## src/rtl/or_reduce_stream.sv

```systemverilog
// -----------------------------------------------------------------------------
// or_reduce_stream
//
// Collects a packet of words from a valid/ready stream and returns the bitwise
// OR of every word together with the number of words in the packet. The word
// count saturates at its all-ones value. The OR keeps folding in words after
// the count has saturated.
//
// The control is a three-state machine:
//   IDLE  no packet open
//   ACC   packet open, accumulating
//   HOLD  result presented, waiting for downstream
//
// Ports
//   clock      rising-edge clock
//   reset      asynchronous, active-high reset
//   in_valid   upstream word valid
//   in_ready   block accepts a word this cycle (registered)
//   in_data    word to OR into the running result
//   in_last    final word of the packet (looked at only on an accepted word)
//   out_valid  result available (registered, high exactly in HOLD)
//   out_ready  downstream accepts the result
//   out_data   OR of all words of the packet
//   out_count  number of words in the packet, saturating
// -----------------------------------------------------------------------------
module or_reduce_stream #(
  parameter int width       = 48,
  parameter int count_width = 8
) (
  input  logic                   clock,
  input  logic                   reset,
  input  logic                   in_valid,
  output logic                   in_ready,
  input  logic [width-1:0]       in_data,
  input  logic                   in_last,
  output logic                   out_valid,
  input  logic                   out_ready,
  output logic [width-1:0]       out_data,
  output logic [count_width-1:0] out_count
);

  generate
    if (width < 1 || width > 48) begin : g_bad_width
      $error("or_reduce_stream: width must be in 1..48");
    end
    if (count_width < 1 || count_width > 16) begin : g_bad_count_width
      $error("or_reduce_stream: count_width must be in 1..16");
    end
  endgenerate

  typedef enum logic [1:0] {
    IDLE = 2'd0,
    ACC  = 2'd1,
    HOLD = 2'd2
  } state_t;

  localparam logic [count_width-1:0] CNT_ONE = count_width'(1);
  localparam logic [count_width-1:0] CNT_MAX = '1;

  state_t                 state;
  logic [width-1:0]       acc;
  logic [count_width-1:0] cnt;

  // Increment that sticks at the all-ones value instead of wrapping.
  function automatic logic [count_width-1:0] sat_inc(
    input logic [count_width-1:0] c
  );
    return (c == CNT_MAX) ? CNT_MAX : c + CNT_ONE;
  endfunction

  // in_ready and out_valid are registered. in_ready is 0 during reset and
  // only rises on the first edge after reset is released, so acceptance is
  // gated by the registered in_ready and never by the state alone.
  always_ff @(posedge clock or posedge reset) begin
    if (reset) begin
      state     <= IDLE;
      acc       <= '0;
      cnt       <= '0;
      in_ready  <= 1'b0;
      out_valid <= 1'b0;
    end else begin
      case (state)
        IDLE, ACC: begin
          if (in_valid && in_ready) begin
            if (state == IDLE) begin
              acc <= in_data;
              cnt <= CNT_ONE;
            end else begin
              acc <= acc | in_data;
              cnt <= sat_inc(cnt);
            end
            if (in_last) begin
              state     <= HOLD;
              in_ready  <= 1'b0;
              out_valid <= 1'b1;
            end else begin
              state     <= ACC;
              in_ready  <= 1'b1;
              out_valid <= 1'b0;
            end
          end else begin
            in_ready  <= 1'b1;
            out_valid <= 1'b0;
          end
        end
        HOLD: begin
          // No word is taken in the consume cycle; in_ready returns next cycle.
          if (out_ready) begin
            state     <= IDLE;
            in_ready  <= 1'b1;
            out_valid <= 1'b0;
          end
        end
        default: begin
          state     <= IDLE;
          in_ready  <= 1'b1;
          out_valid <= 1'b0;
        end
      endcase
    end
  end

  assign out_data  = acc;
  assign out_count = cnt;

endmodule

```

## config.mk

```make
export PLATFORM = sky130hd
export DESIGN_NAME = or_reduce_stream
export DESIGN_NICKNAME = d
export VERILOG_FILES = /design/src/rtl/or_reduce_stream.sv
export SDC_FILE = /design/constraint.sdc
export NUM_CORES = 1
export LEC_CHECK = 0
export BUFFER_PORTS_ARGS = -buffer_cell sky130_fd_sc_hd__buf_4
export CAP_MARGIN = 10
export CORE_MARGIN = 2
export CORE_UTILIZATION = 43
export CTS_BUF_LIST = sky130_fd_sc_hd__clkbuf_8
export DETAILED_ROUTE_END_ITERATION = 6
export PLACE_DENSITY = 0.78
export SYNTH_ARGS = -nofsm -noshare
export SYNTH_HDL_FRONTEND = slang
export SYNTH_SLANG_ARGS = --single-unit
```

## constraint.sdc

```tcl
create_clock -name clock -period 1.9 [get_ports clock]
set_input_delay 0.38 -clock clock [delete_from_list [all_inputs] [get_ports clock]]
set_output_delay 0.38 -clock clock [all_outputs]
set_load 0.02 [all_outputs]
```

# Word level (Yosys, flattened, before mapping)

Index checks and enable logic that the tools add are counted.

Word-level logic and storage cells: 32
Bits of input ports: 53
Output and inout bits: 58
Bits in registers: 60

Equal/unequal tests: 5
$add $sub $neg: 1
Reduce and logical (&&, ||, !) cells: 5
Bitwise gates (word level): 1
Multiplexer cells: 15

Operator list:

| kind                  | count |
|---|---|
| $mux W48              | 1 |
| $or A48 B48 Y48       | 1 |
| $mux W8               | 2 |
| $add A8 B1 Y8 const B | 1 |
| $eq A8 B8 Y1 const B  | 1 |
| $mux W1               | 6 |
| $mux W2               | 3 |
| $ne A2 B2 Y1 const B  | 2 |
| $pmux W1 S2           | 2 |
| $pmux W2 S2           | 1 |
| $reduce_and A2 Y1     | 2 |
| $eq A2 B1 Y1 const B  | 1 |
| $eq A2 B2 Y1 const B  | 1 |
| $logic_not A2 Y1      | 1 |
| $reduce_or A2 Y1      | 1 |
| $logic_and A1 B1 Y1   | 1 |

# Longest topological paths before layout

Gate-level depths: netlist of run 1.

Depth in word-level cells: 4
Depth in mapped cells: 5
Gate-level depth less buffers: 5

# Worst setup path before layout of run 1

OpenSTA, ideal clock, no wires.

Path kind: register to register
Start: register cnt[0] (netlist: out_count[0])
End: register cnt[2] (netlist: out_count[2])
Cell stages (with the launch flop): 6
Required time: 1801 ps
Arrival: 1406 ps
Library setup time: 99 ps
Clock period less this slack: 1506 ps
Path slack: 394 ps
Path buffers: 0
Cells stage by stage: dfrtp_1 > ha_1 > nand4_2 > nor2_2 > nor2_1 > a311oi_1

Word-level cells in the longest chain between the ends: 3
Elaborated cells on any way between the ends: 4
Those cells by class: 1 x add/sub; 1 x eq/ne; 2 x mux

RTL lines:

| what                                          | line | RTL |
|---|---|---|
| from (decl)                                   | 62   | `logic [count_width-1:0] cnt;` |
| from (signal assigned)                        | 90   | `cnt <= sat_inc(cnt);` |
| $add A8 B1 Y8 or $eq A8 B8 Y1 (tied branches) | 68   | `return (c == CNT_MAX) ? CNT_MAX : c + CNT_ONE;` |
| $mux W8 (*)                                   | 68   |  |
| $mux W8 (*)                                   | 85   | `if (state == IDLE) begin` |

Mark *: on every way between the ends. The rest lies on a longest branch, timed or not.
A chain may end at the register's enable or synchronous reset.

# Worst setup path after layout of run 1

Start: register cnt[1] (netlist: out_count[1])
End: register cnt[2] (netlist: out_count[2])

The elaborated chain is that of the path after synthesis.

==> results of run 1 <==
==> flip-flops by register name, indices dropped and copies added (netlist names) <==
name	flops
out_data	48
out_count	8
state	2
in_ready	1
out_valid	1
==> layer usage <==
metal	track usage [%]	part of all wire (%)
met5	0	0
met2	27.11	45
met1	26.41	45
met3	5.529	6.6
met4	11.64	3.0
==> final cells by class <==
type | count | area (um^2) | share of cell area (%)
inverters | 3 | 11.26 | 0.3370
repair buffers | 116 | 870.8 | 26.06
flip-flops and latches | 60 | 1501 | 44.93
well taps | 70 | 87.58 | 2.621
clock buffers | 11 | 151.4 | 4.530
multi-input cells | 92 | 694.4 | 20.78
clock inverters | 4 | 25.02 | 0.7488
==> cell usage after synthesis (2+ instances only) <==
cell type,count,share of area (%)
nand4_1,2,0.55
buf_6,2,0.99
a22o_1,48,19
nor2_1,6,0.99
a311oi_1,2,0.77
o21a_1,2,0.66
o21ai_1,4,0.88
a21oi_1,7,1.5
nand2_1,4,0.66
dfrtp_1,60,66
nor3_1,3,0.66
inv_1,3,0.50
a31oi_1,2,0.55
buf_2,8,1.8
==> cell families after synthesis <==
family          Yosys count  synth area share (%)
buf+inv                  14                 3.581
compound gates           68                 23.97
flops                    60                 66.12
simple gates             23                 5.785
fa+ha+maj                 1                0.5509
==> path summary, 6_finish.rpt <==
check | start | endpoint | slack (ns) | cells after the start
hold reg to reg | state[1] | state[0] | 0.48 | 1
max in group asynchronous | reset | out_data[25] | 1.15 | 3
setup / recovery | out_count[1] | out_count[2] | 0.39 | 5
min in group clock | in_last | state[0] | 0.26 | 2
setup reg to reg | out_count[1] | out_count[2] | 0.39 | 5
hold / removal | reset | out_data[43] | 0.09 | 2
==> worst max-delay path: cells and delay by family, from the launching register on <==
kind,cells,cell delay (ns)
simple gates,3,0.43
flops,1,0.42
fa+ha+maj,1,0.28
compound gates,1,0.27
==> power breakdown <==
part | internal, W | switching [W]
clock network | 0.000532 | 0.000475
logic | 0.000779 | 0.000844
registers | 0.00163 | 0.000253
==> stage by stage <==
stage | instance area, um^2 | power [W] | setup slack [ns] | hold slack, ns
floorplan | 2271 | 0.002755 | 0.03531 | 0.4373
global placement | 3166 | 0.003499 | 0.4610 | 0.4530
detailed placement | 3166 | 0.003531 | 0.3832 | 0.4644
CTS | 3342 | 0.004561 | 0.3974 | 0.1017
global route | 3342 | 0.004744 | 0.2492 | 0.1210
finish | 3342 | 0.004514 | 0.3920 | 0.09231
==> impl_results.md, run 1 <==
- Outcome: finished clean
- Setup bufs post-CTS: 0
- Final Skew: 0.007640 ns
- RD Place Congestion: 0.8095
- Final non-filler cell total: 356
- Endpoints failing setup: 0
- CP Cell Sequence: ha_1 -> nand4_2 -> nor2_2 -> nor2_1 -> a311oi_1
- Vias post-DR: 1885
- Die Footprint: 5878 um^2
- RSZ-0062 raised after global routing: no
- Final period util: 79.37%
- Initial antenna violation count: 0
- Maximum number of pins on one net before global-route repair: 39
- Post-synth EDFFs: 0
- CTS buffer count: 9
- Leak: 1.680 nW
- First-pass iteration count of the detailed router: 4
- Min Tclk post-route: 1.508 ns
- Flops & latches, synth: 60
- Setup CP Type: reg -> reg
- Core Util, Final: 65.43%
- Total global routing track utilization: 19.25%
- Initial cell density of the core: 44.46%
- Global-route wire length before repair: 8776 um
- Critical path arrival: 1.74 ns
- Initial DRC Count: 45
- Clock buffer depth: 2
- Post-CTS sizing: 0
- Port Buffers: 110
- Syn nets: 220
- CTS tree: built
- Core area: 5107 um^2
- Asr flop ratio synth: 100.0%
- Top Ports: 111
- Peak supply drop: 0.6893 mV
- Relative slew slack: 64.92%
- Number of global-route vias before repair: 1788
- Synth warn: 0
- Setup TNS: 0 ns
- Syn-to-layout area delta: 47.16%
- Final Hold Viols: 0
- CTS Sinks: 60
- WL/cell: 15.19 um
- Fill count: 410
- Routed WL: 5409 um
- Antenna viol nets, final: 0
- Worst min-delay path category: in -> async
- Crit end category: register
- Mapped Cells: 166
- Seq/Total Area, Yosys: 66.12%
- Antenna diodes: 0
- Synth Flop Type: dfrtp_1
- Critical path fanouts, max: 5
- Final nets: 336
- Worst setup SP type: register
- Clk root buf: clkbuf_8
- DIE WIDTH: 76.67 um
- Slowest-stage cell, CP: dfrtp_1
- Slew Viols, Final: 0
- Most frequent cells in the layout: buf_4 (116), dfrtp_1 (60), a22o_1 (48)
- Worst Max-Slew Pin Slew: 0.5255 ns
- CP peak stage delay: 0.42 ns
- Overflow left after global routing: 0
- Clock latency on the worst-skew pair: 0.33 ns
- Commonest non-fill, non-tap cell in the layout: buf_4
- Drt drc: 0
- Die Y-Extent: 76.67 um
- Max-cap violations: 0
- Average footprint of a synthesized cell: 13.68 um^2
- Synth unique cells: 27
- Reg clk slew, reported paths: 0.06 ns
- Hold bufs inserted after CTS: 0
- Clock H-tree levels: 3
- Rows: 26
- Crit path required time: 2.13 ns
- Placed wire-length estimate: 3788 um
- Vias per cell: 5.295
- PD cells: 1351 nW/um^2
- Synthesized area: 2271 um^2
- Placed insts: 341
- Ratio of cells with drive above 1 in the final layout: 47.90%
- Fmax: 663.1 MHz
(Power assumes the default switching activity.)
==> run 2, diff against run 1 <==
- clock period: 1.9 -> 1.2 ns (I/O delays scaled with it)
==> run 2 against run 1 <==
Effect of this change: the flow now finishes with violations (negative setup slack); via count increased by 5.6%; critical path type unchanged; non-clock buffer count increased by 26; highest routed layer unchanged; clock power increased by 48%; sequential share of layout area decreased by 5.1 points; total power increased by 68%; sequential power increased by 59%.
==> impl_results.md, run 2 (synthesis results as in run 1) <==
- Maximum number of pins on one net before global-route repair: 34
- Final non-filler cell total: 384
- Net switching power figure: 0.002688 W
- Final Hold Viols: 0
- Global-route wire length before repair: 9660 um
- Routed WL: 6428 um
- Endpoints failing setup: 47
- Critical path arrival: 1.53 ns
- Critical path fanouts, max: 16
- Outcome: complete, but fails checks
- Drt drc: 0
- Number of global-route vias before repair: 1943
- Antenna diodes: 0
- Sequential power share: 39.4%
- Final period util: 107.2%
- Clock H-tree levels: 3
- Crit end category: register
- Final nets: 363
- Max reg flops: 48
- CP bufs+invs: 2
- Relative slew slack: 76.15%
- Hold EP: state[0]
- Total global routing track utilization: 20.82%
- DIE WIDTH: 76.67 um
- Slowest-stage cell, CP: dfrtp_2
- Worst hold margin: 0.1130 ns
- Min Tclk post-route: 1.287 ns
- Final setup margin: -0.08685 ns
- Max-cap violations: 0
- Clock latency on the worst-skew pair: 0.33 ns
- Clock buffer depth: 2
- Crit path required time: 1.44 ns
- CP Cell Sequence: buf_4 -> nand4bb_4 -> buf_12 -> o21a_1 -> o21ai_1 -> a31oi_1
- Final Skew: 0.007188 ns
- Placed insts: 354
- Syn-to-layout area delta: 66.61%
- Initial antenna violation count: 0
- Worst min-delay path category: in -> reg
- Clk root buf: clkbuf_8
- Core Util, Final: 74.08%
- WL/cell: 16.74 um
- Worst reg2reg setup slack: -0.09 ns
- Most frequent cells in the layout: buf_4 (119), dfrtp_1 (55), a22o_1 (48)
- Reg2reg end: out_count[5]
- Reg clk slew, reported paths: 0.06 ns
- Vias post-DR: 1990
- Die Footprint: 5878 um^2
- CP delay by family, top: flip-flops
- Ratio of cells with drive above 1 in the final layout: 57.01%
- Commonest non-fill, non-tap cell in the layout: buf_4
- Antenna viol nets, final: 0
- Pre-CTS WS: -0.07866 ns
- Rows: 26
- Top Ports: 111
- Initial cell density of the core: 44.46%
- Fmax: 777.1 MHz
- Clock network fraction of total power: 19.6%
- Hold Path Depth: 2
- Slew Viols, Final: 0
- RSZ-0062 raised after global routing: yes
- Leak: 1.883 nW
- CTS tree: built
- RD Place Congestion: 0.8569
- Gate power share: 41.1%
- PD cells: 2008 nW/um^2
- Peak supply drop: 1.268 mV
- Die Y-Extent: 76.67 um
- CTS buffer count: 9
- Placed wire-length estimate: 4067 um
- Failing checks: negative setup slack
- Setup CP Type: reg -> reg
- Min-delay src: in_last
- Worst setup SP type: register
- RR Startpoint: in_ready
- Pint: 0.004912 W
- Port Buffers: 110
- Core area: 5107 um^2
- Cell count of the worst reg-to-reg path: 6
- CP peak stage delay: 0.43 ns
- First-pass iteration count of the detailed router: 4
- CTS Sinks: 60
- Worst Max-Slew Pin Slew: 0.3570 ns
- Initial DRC Count: 117
- Sw Share: 35.37%
- Overflow left after global routing: 0
- Vias per cell: 5.182
## run 2: changes by cell type in the layout (fill, tap and decap cells not counted), sizes merged
cell / previous run / this run
and3b: 1 / 2
buf: 116 / 141
clkbuf: 11 / 9
clkinv: 2 / 5
clkinvlp: 2 / 1
dlygate4sd3: 0 / 1
inv: 3 / 4
## run 2: cell type report
class	count	area (um^2)
fill	335	1324
tap	70	87.58
inverter	3	15.01
timing repair buffer	142	1197
sequential	60	1508
clock buffer	9	123.9
multi-input combinational	93	815.8
clock inverter	7	36.28
## run 2: power groups by stage
stage | combinational (W) | clock [W] | sequential [W]
after detailed placement | 0.00278 | 0 | 0.00299
final | 0.00312 | 0.00149 | 0.00299
after global routing | 0.00329 | 0.00161 | 0.00306
after floorplan | 0.000783 | 0 | 0.00366
after global placement | 0.00273 | 0 | 0.00299
after CTS | 0.00296 | 0.00152 | 0.00298
## run 2: stage by stage
stage               total power (W)  TNS [ns]  cell area (um^2)
floorplan                  0.004447    -1.657              2341
global placement           0.005721   -0.8548              3339
detailed placement         0.005774    -2.162              3339
CTS                        0.007456   -0.6186              3660
global route               0.007961    -3.327              3784
finish                     0.007599    -1.590              3784
## run 2: layer usage
metal / global-route usage, % / up-vias / wire (um)
met1: 29.03 / 962 / 2866
met3: 4.824 / 12 / 352
li1: - / 931 / -
met4: 8.909 / 0 / 127
met2: 31.40 / 85 / 3082
met5: 0 / - / 0
## run 2: worst max path at each step
| stage | start | to | slack [ns] | cells past startpoint |
|---|---|---|---|---|
| after floorplan | in_ready | out_data[24] | -0.07 | 4 |
| after detailed placement | state[1] | out_count[0] | -0.08 | 4 |
| after CTS | out_count[0] | out_count[0] | -0.06 | 2 |
| after global placement | state[1] | out_data[45] | -0.04 | 3 |
| final | in_ready | out_count[5] | -0.09 | 6 |
| after global routing | state[1] | out_count[3] | -0.14 | 3 |
## run 2: worst reg2reg max path: stages (launching register included)
cell and delay (ns):
dfrtp_2 0.43, buf_4 0.15, nand4bb_4 0.12, buf_12 0.15, o21a_1 0.13, o21ai_1 0.06, a31oi_1 0.16
## run 2: what timing repair did
item	4_1_cts	5_1_grt
hold buffers	1	0
hold endpoints to repair	12	0
cloned	1	1
resized for setup	21	16
buffers inserted	7	4
pin swaps	2	4
endpoints found under the setup margin	58	58
==> run 3, diff against run 2 <==
- CORE_UTILIZATION: 43 -> 40
- PLACE_DENSITY: 0.78 -> 0.74
==> run 3 against run 2 <==
Effect of this change: critical endpoint unchanged; non-clock buffer count grew 2; hold slack worse by 0.0021 ns; register-to-register slack about the same; final cell count up 1.0%; the flow still finishes with violations (negative setup slack); sequential share of layout area shrank 0.89 points; largest cell class unchanged; combinational power down 2%; clock skew grew 0.0038 ns; routed wire length down 0.30%; critical path depth unchanged.
==> impl_results.md, run 3 (synthesis results as in run 1) <==
- Relative slew slack: 80.83%
- PD cells: 2130 nW/um^2
- Area taken by flip-flops and latches: 1510 um^2
- Port Buffers: 110
- Most frequent cells in the layout: buf_4 (119), dfrtp_1 (53), a22o_1 (48)
- Final period util: 107.7%
- Multi-input logic area: 802.0 um^2
- Commonest non-fill, non-tap cell in the layout: buf_4
- CP delay by family, top: flip-flops
- CTS tree: built
- WL/cell: 16.52 um
- Fmax: 773.9 MHz
- Failing checks: negative setup slack
- Ratio of cells with drive above 1 in the final layout: 58.86%
- Setup TNS: -2.956 ns
- Initial DRC Count: 104
- Final Hold Viols: 0
- M2 GR Usage: 30.34%
- GRT met1 Usage: 28.56%
- Syn-to-layout area delta: 70.69%
- Worst hold margin: 0.1110 ns
- Min Tclk post-route: 1.292 ns
- Fin area: 3876 um^2
- Clk root buf: clkbuf_8
- Fill count: 425
- Drt drc: 0
- Hold Path Depth: 2
- Final nets: 365
- Critical path fanouts, max: 6
- Reg clk slew, reported paths: 0.07 ns
- RD Place Congestion: 0.7860
- DIE WIDTH: 79.35 um
- CP Cell Sequence: buf_6 -> nand4bb_4 -> buf_8 -> o21a_1 -> o21ai_1 -> a31oi_1
- Antenna viol nets, final: 0
- Power, Total: 0.008258 W
- Antenna diodes: 0
- Final setup margin: -0.09219 ns
- Vias per cell: 5.201
- Critical path arrival: 1.54 ns
- RSZ-0062 raised after global routing: yes
- Crit end category: register
- Outcome: complete, but fails checks
- Vias post-DR: 2018
- Final Skew: 0.01102 ns
- Global-route wire length before repair: 9770 um
- Slowest-stage cell, CP: dfrtp_2
- GRT Max-Usage Layer: met2
- Worst Max-Slew Pin Slew: 0.2875 ns
- Total global routing track utilization: 20.43%
- Cell count of the worst reg-to-reg path: 6
- First-pass iteration count of the detailed router: 4
- Placed wire-length estimate: 4213 um
- Clock latency on the worst-skew pair: 0.33 ns
- Initial antenna violation count: 0
- Worst setup SP type: register
- Routed WL: 6409 um
- Slew Viols, Final: 0
- Clock buffer depth: 2
- Core area: 5507 um^2
- Pre-CTS WS: -0.1027 ns
- Top Ports: 111
- CTS buffer count: 9
- Die Y-Extent: 79.35 um
- Worst path depth: 6
- Met3 GRT Util: 4.773%
- CTS Sinks: 60
- Peak supply drop: 1.446 mV
- Max-cap violations: 0
- CP bufs+invs: 2
- Leak: 1.923 nW
- Crit path required time: 1.44 ns
- CP peak stage delay: 0.45 ns
- Maximum number of pins on one net before global-route repair: 39
- Initial cell density of the core: 41.24%
- Area post-placement: 3349 um^2
- Max reg flops: 48
- Setup CP Type: reg -> reg
- Overflow left after global routing: 0
- Die Footprint: 6296 um^2
- Rows: 27
- Worst min-delay path category: in -> reg
- Clock H-tree levels: 3
- Endpoints failing setup: 55
- Number of global-route vias before repair: 1991
[run 3: routing by layer]
metal  vias up  part of all wire (%)
met2        89                    48
li1        935                     -
met3         9                   6.9
met4         0                   1.4
met1       985                    44
met5         -                     0
[run 3: stage by stage]
step                      util (%)  std cells
after CTS                    68.30        385
final                        70.39        388
after detailed placement     60.83        357
after global placement       60.83        357
after floorplan                  -        166
after global routing         70.39        388
[run 3: layout make-up]
cell class              count  area share, %
repair buffers            144          31.41
well taps                  72          2.324
flip-flops and latches     60          38.96
clock inverters             6          2.679
inverters                   3         0.3873
multi-input cells          93          20.69
clock buffers              10          3.551
[run 3: final timing paths]
kind                       slack (ns)          from      endpoint
max in group asynchronous        0.39         reset      state[1]
max reg2reg                     -0.09      in_ready  out_count[5]
min reg2reg                      0.50  out_data[38]  out_data[38]
max                             -0.09      in_ready  out_count[5]
min                              0.11       in_last      state[0]
min in group asynchronous        0.50         reset  out_data[41]
[run 3: what timing repair did]
item	4_1_cts	5_1_grt
setup endpoints to repair	60	65
pin swaps	4	12
setup buffers	10	2
endpoints found under the hold margin	40	0
resized for setup	17	21
hold buffers	1	0
gates cloned	1	1
[run 3: report_power, final]
group | internal (W) | total (W) | switching [W] | leakage (nW)
registers | 0.00259 | 0.00299 | 0.000397 | 0.706
logic | 0.00158 | 0.00306 | 0.00149 | 1.09
clock network | 0.00142 | 0.00220 | 0.000781 | 0.127
total | 0.00559 | 0.00826 | 0.00266 | 1.92
